===== src/rtl/im_fetch_ctrl.sv =====
// Instruction fetch sequencer: owns the fetch PC, drives the instruction memory
// address, captures {pc, word} into a small prefetch queue and hands the queue
// head to decode over a valid/ready handshake. Supports branch redirect (flush)
// and a level-sensitive fetch halt.
module im_fetch_ctrl #(
    parameter int unsigned DEPTH    = 2,
    parameter logic [15:0] RESET_PC = 16'h0000
) (
    input  logic                       clk,
    input  logic                       rst,
    output logic [15:0]                im_addr,
    input  logic [31:0]                im_data,
    output logic [31:0]                instr_out,
    output logic [15:0]                instr_pc,
    output logic                       instr_valid,
    input  logic                       instr_ready,
    input  logic                       redirect,
    input  logic [15:0]                redirect_addr,
    input  logic                       fetch_halt,
    output logic [$clog2(DEPTH):0]     q_count
);

    localparam int unsigned PtrW = $clog2(DEPTH);
    localparam int unsigned CntW = PtrW + 1;

    // Fetch PC, queue pointers and occupancy
    logic [15:0]     pc_q, pc_d;
    logic [PtrW-1:0] rd_q, rd_d;
    logic [PtrW-1:0] wr_q, wr_d;
    logic [CntW-1:0] count_q, count_d;

    // Queue storage: {pc, instruction word}
    logic [47:0]     entry_q [DEPTH];
    logic [47:0]     head;

    logic            pop;
    logic            push;
    logic            not_full;

    // Handshake and enqueue qualification
    always_comb begin
        not_full = (count_q < CntW'(DEPTH));
        pop      = (count_q != '0) & instr_ready;
        // A full queue may still accept a word when the head leaves this cycle.
        push     = ~redirect & ~fetch_halt & (not_full | pop);
    end

    // Next-state for PC, pointers and occupancy; redirect flushes everything
    always_comb begin
        pc_d    = pc_q;
        rd_d    = rd_q;
        wr_d    = wr_q;
        count_d = count_q;
        if (redirect) begin
            pc_d    = redirect_addr;
            rd_d    = '0;
            wr_d    = '0;
            count_d = '0;
        end else begin
            if (push) begin
                pc_d = pc_q + 16'd1;
                wr_d = wr_q + PtrW'(1);
            end
            if (pop) begin
                rd_d = rd_q + PtrW'(1);
            end
            if (push && !pop) begin
                count_d = count_q + CntW'(1);
            end else if (pop && !push) begin
                count_d = count_q - CntW'(1);
            end
        end
    end

    // Control state register with synchronous reset
    always_ff @(posedge clk) begin
        if (rst) begin
            pc_q    <= RESET_PC;
            rd_q    <= '0;
            wr_q    <= '0;
            count_q <= '0;
        end else begin
            pc_q    <= pc_d;
            rd_q    <= rd_d;
            wr_q    <= wr_d;
            count_q <= count_d;
        end
    end

    // Queue storage write; contents are qualified by count so need no reset
    always_ff @(posedge clk) begin
        if (!rst && push) begin
            entry_q[wr_q] <= {pc_q, im_data};
        end
    end

    // Head presentation; zeroed while the queue is empty
    always_comb begin
        head        = entry_q[rd_q];
        instr_valid = (count_q != '0);
        instr_pc    = instr_valid ? head[47:32] : 16'h0000;
        instr_out   = instr_valid ? head[31:0]  : 32'h0000_0000;
        im_addr     = pc_q;
        q_count     = count_q;
    end

endmodule

===== config.mk =====
export PLATFORM = sky130hd
export DESIGN_NAME = im_fetch_ctrl
export DESIGN_NICKNAME = d
export VERILOG_FILES = /design/src/rtl/im_fetch_ctrl.sv
export SDC_FILE = /design/constraint.sdc
export NUM_CORES = 1
export LEC_CHECK = 0
export CAP_MARGIN = 25
export CORE_MARGIN = 2
export CORE_UTILIZATION = 40
export CTS_BUF_LIST = sky130_fd_sc_hd__clkbuf_4 sky130_fd_sc_hd__clkbuf_8
export CTS_CLUSTER_SIZE = 40
export DETAILED_ROUTE_END_ITERATION = 16
export GPL_ROUTABILITY_DRIVEN = 0
export PLACE_DENSITY = 0.67
export REMOVE_ABC_BUFFERS = 1
export SKIP_LAST_GASP = 1
export SLEW_MARGIN = 20
export SYNTH_ARGS = -nofsm -noshare
export SYNTH_HDL_FRONTEND = slang
export SYNTH_SLANG_ARGS = --single-unit
export TNS_END_PERCENT = 10

===== constraint.sdc =====
create_clock -name clk -period 10.26 [get_ports clk]
set_input_delay 2.052 -clock clk [delete_from_list [all_inputs] [get_ports clk]]
set_output_delay 2.052 -clock clk [all_outputs]
set_load 0.005 [all_outputs]

==> After elaboration in Yosys (flattened, before gate mapping) <==
Memories as Yosys holds them, arrays and structs flattened. A register that Yosys moved wholly into a read port is not among the register bits.
Cells that the tools add are included.
{ "word_totals": {"n_memories": 1, "inputBits": 53, "mem_bits_rw": 96, "elab_cells": 37, "regBits": 20, "output_inout_bits": 67} }
{ "classes": {"n_mux": 10, "reduce_logical": 10, "magnitude_cmp": 1, "bitwise": 6, "add_sub_neg": 5} }
{ "mem_list": {"columns": ["memory", "words", "word_bits", "read_ports", "rd_clocked_by_memory_dff", "wr", "line", "rtl"], "rows": [
  ["entry_q", 2, 48, 1, 1, 1, "33", "logic [47:0] entry_q [DEPTH];"]
]} }
{ "op_table": {"columns": ["op", "n"], "rows": [
  ["$mux 16", 3],
  ["$mux 32", 1],
  ["$add 16x1->16 const B", 1],
  ["$reduce_bool 2->1", 3],
  ["$mux 1", 4],
  ["$mux 2", 2],
  ["$and 1x1->1", 3],
  ["$logic_and 1x1->1", 3],
  ["$logic_not 1->1", 3],
  ["$add 1x1->1 const B", 2],
  ["$add 2x1->2 const B", 1],
  ["$lt 2x2->1 const B", 1],
  ["$not 1->1", 2],
  ["$reduce_or 2->1", 1],
  ["$sub 2x1->2 const B", 1],
  ["$or 1x1->1", 1]
]} }

==> Depth between registers and ports, before layout <==
{ "logic_depth": {"ltp_word": 8, "depth_mapped": 8, "mapped_depth_nobuf": 8} }

==> Worst setup path before layout <==
OpenSTA, ideal clock, no wires.
{ "synth_path": {"kind": "input port to flip-flop", "from": "in fetch_halt", "to": "mem entry_q[0][0], enable pin", "slack_ns": 2.412, "t_arrival_ns": 7.258, "setup_time_ns": 0.589, "n_path_buf": 1, "required_ns": 9.671, "cell_stages": 2, "path_cell_list": "clkbuf_1 -> nor4b_1"} }
{ "synth_between": {"elab_chain_cells": 6} }
{ "synth_lines": {"columns": ["item", "line", "rtl"], "rows": [
  ["start, declared", "19", "input logic fetch_halt,"],
  ["$not 1->1", "45", "push = ~redirect & ~fetch_halt & (not_full | pop);"],
  ["$and 1x1->1 (2 in a row)", "45", null],
  ["$logic_and 1x1->1", "92", "if (!rst && push) begin"],
  ["$mux 1", "92", null],
  ["$mux 1 (implied by the code)", "93", "entry_q[wr_q] <= {pc_q, im_data};"],
  ["end, declared", "33", null]
]} }
No other way between the ends.

==> impl_metrics.yaml <==
status:
  status: "finished, final reports clean"
clock_tree:
  htree_num_levels: 4
  cts_root_buffer: "clkbuf_8"
  cts-buffers-inserted: 17
  ctsResizeCount: 0
  clk_pin_slew_ns: 0.07
  cts.sinks: 117
  cts_tree: "yes"
  clkLatencyLatePin_ns: 0.40
  cts_hold_buf: 0
  clock_path_buffers: 2
  cts_setup_buffers: 0
synthesis:
  ys_seq_area_frac: 0.700
  synth_edf_count: 96
  synth_seq_cells: 117
  syn_area_um2: 4720
  ys.flop_type: "edfxtp_1"
  synthTopCellsByArea: "edfxtp_1 61%, mux2i_1 10%, dfxtp_1 8.9%, nor2_1 5.4%, xnor2_1 1.5%"
  synth_top_area_frac: 0.611
  synthArstFlopShare: 0
  synth_top_area_cell: "edfxtp_1"
  synth_warnings: 0
  yosysUniqueCellTypes: 32
  synth_most_common_cell: "edfxtp_1"
  syn_area_per_cell_um2: 14.0
  synth_common_cells: "96 x edfxtp_1, 68 x nor2_1, 48 x mux2i_1"
  synthCells: 337
worst_setup_path:
  endpoint: "instr_pc[14]"
  r2r_start: "im_addr[5]"
  worstPathMaxFanout: 48
  ff2ff_setup_slack_ns: 8.27
  worst_setup_path_start_kind: "flip-flop"
  rr_endpoint: "im_addr[12]"
  arrival_ns: 2.24
  cp_data_required_time_ns: 8.21
  crit_type: "flip-flop to primary output"
  cp-end-kind: "primary output"
  rr_worst_depth: 4
drt:
  route.detailed.drc: 0
  drt-initial-drc-count: 189
  vias: 3064
  wire_per_inst_um: 15.3
  drt-met1-wl_mm: 4.35
  dr.pass1.iters: 4
  dr_wl_met3_um: 578
  vias_per_cell: 4.97
  ant_nets: 0
  top_layer: "met4"
  wl_mm: 9.45
  wl_met2_mm: 4.45
power:
  irDropWorstVdd_v: 0.0000833
  p_leak_nw: 2.11
  intPower_mw: 0.906
  power_frac_clock: 0.432
  p_total_mw: 1.13
  switching_share: 0.201
  seqPwrFrac: 0.476
  power.density_nw_per_um2: 172
  power_frac_comb: 0.092
  p_sw_mw: 0.228
sta:
  finalClockSkew_ns: 0.0104
  period_share: 0.418
  slew_headroom: 0.443
  slew_violations: 0
  fin_crit_ns: 4.29
  grt_setup_unrepaired: "false"
  tns_ns: 0
  setup_viol: 0
  tightest_slew_ns: 0.836
  hold_violations: 0
  fmax_mhz: 233
cells_and_area:
  n_antenna_cell: 0
  nFillCells: 960
  drive_gt1_frac: 0.0888
  layout.nets: 515
  multiInputGateArea_um2: 1330
  regArea_um2: 3300
  syn2layout_area_growth_pct: 39.3
global_route:
  grt_antenna_before_repair: 0
  grt_pass1_wl_mm: 15.0
  grt_overflow_total: 0
  grt_max_degree: 49
  first_global_vias: 2990
  grt_use_total: 0.153
floorplan:
  placementRows: 39
  initial_utilization: 0.412
  dieHeight_um: 113
  core_um2: 11500
  die_x_um: 113
  ioPinCount: 120
  die_area_um2: 12700
hold_path:
  hold_start: "im_addr[1]"
  hold_path.class: "flip-flop to flip-flop"
place:
  hpwl_mm: 6.33
  portBuffers: 119
job:
  maxCapViolations: 0
## cells in the final DEF, fill, tap and decap left out, drive strengths merged, types with 5 or more instances in the layout
master,instances
a211oi,8
nor2,68
buf,5
dfxtp,21
a311oi,7
xnor2,8
edfxtp,96
bufinv,6
nand2,6
clkinv,7
inv,5
o31ai,5
mux2i,48
clkdlybuf4s50,119
clkbuf,18
nor3,8
## sequential cells by signal (all words and copies together) (netlist names), named ones only
name	flops
entry_q	96
wr_q	1
rd_q	1
im_addr	16
q_count	2
## area by class of cell
type,count,area share
clock buffer,18,0.0367
timing repair buffer,124,0.194
inverter,5,0.00285
tap,143,0.0272
sequential,117,0.502
multi-input combinational,195,0.202
clock inverter,14,0.0354
## worst min path at each step
| stage | to | cells past startpoint |
|---|---|---|
| floorplan | entry_q[0][44] | 0 |
| global placement | entry_q[0][44] | 0 |
| detailed placement | entry_q[1][44] | 0 |
| CTS | entry_q[0][44] | 0 |
| global route | entry_q[1][33] | 0 |
| finish | entry_q[0][33] | 0 |
## power groups by stage
stage / sequential, mW / combinational, mW / clock, mW
after floorplan: 0.550 / 0.0357 / 0
after global placement: 0.549 / 0.103 / 0
after detailed placement: 0.550 / 0.106 / 0
after CTS: 0.540 / 0.107 / 0.498
after global routing: 0.541 / 0.114 / 0.523
final: 0.540 / 0.105 / 0.489
## layer usage
| layer | track usage | vias up |
|---|---|---|
| li1 | - | 1509 |
| met3 | 0.0502 | 6 |
| met2 | 0.230 | 105 |
| met1 | 0.212 | 1444 |
| met5 | 0 | - |
| met4 | 0.0472 | 0 |
## kinds of logic after synthesis
logic type,count (synthesis),share of synthesized area
AOI/OAI and AO/OA,25,0.0398
xor gates and xnor gates,12,0.0223
DFF,117,0.700
muxes,48,0.102
and+or+nand+nor,108,0.109
adders and majority gates,2,0.00530
buffers and inverters,25,0.0225
## critical path, cell delays in order, from the launching register on
cell	delay [ns]
dfxtp_2	0.31
buf_4	0.62
mux2i_1	0.22
nor2_1	0.15
clkdlybuf4s50_1	0.51
## metrics by stage
| stage | cell area, um^2 | std cells | hold WS, ns | utilization | worst slack [ns] |
|---|---|---|---|---|---|
| after global routing | 6580 | 616 | 0.559 | 0.573 | 5.81 |
| after CTS | 6580 | 616 | 0.543 | 0.573 | 5.90 |
| after global placement | 6030 | 581 | 0.521 | 0.526 | 5.73 |
| final | 6580 | 616 | 0.539 | 0.573 | 5.97 |
| after detailed placement | 6100 | 584 | 0.528 | 0.532 | 5.95 |
| after floorplan | 4630 | 317 | 0.507 | - | 2.53 |
Note: power is estimated with default switching activity, not from simulation.
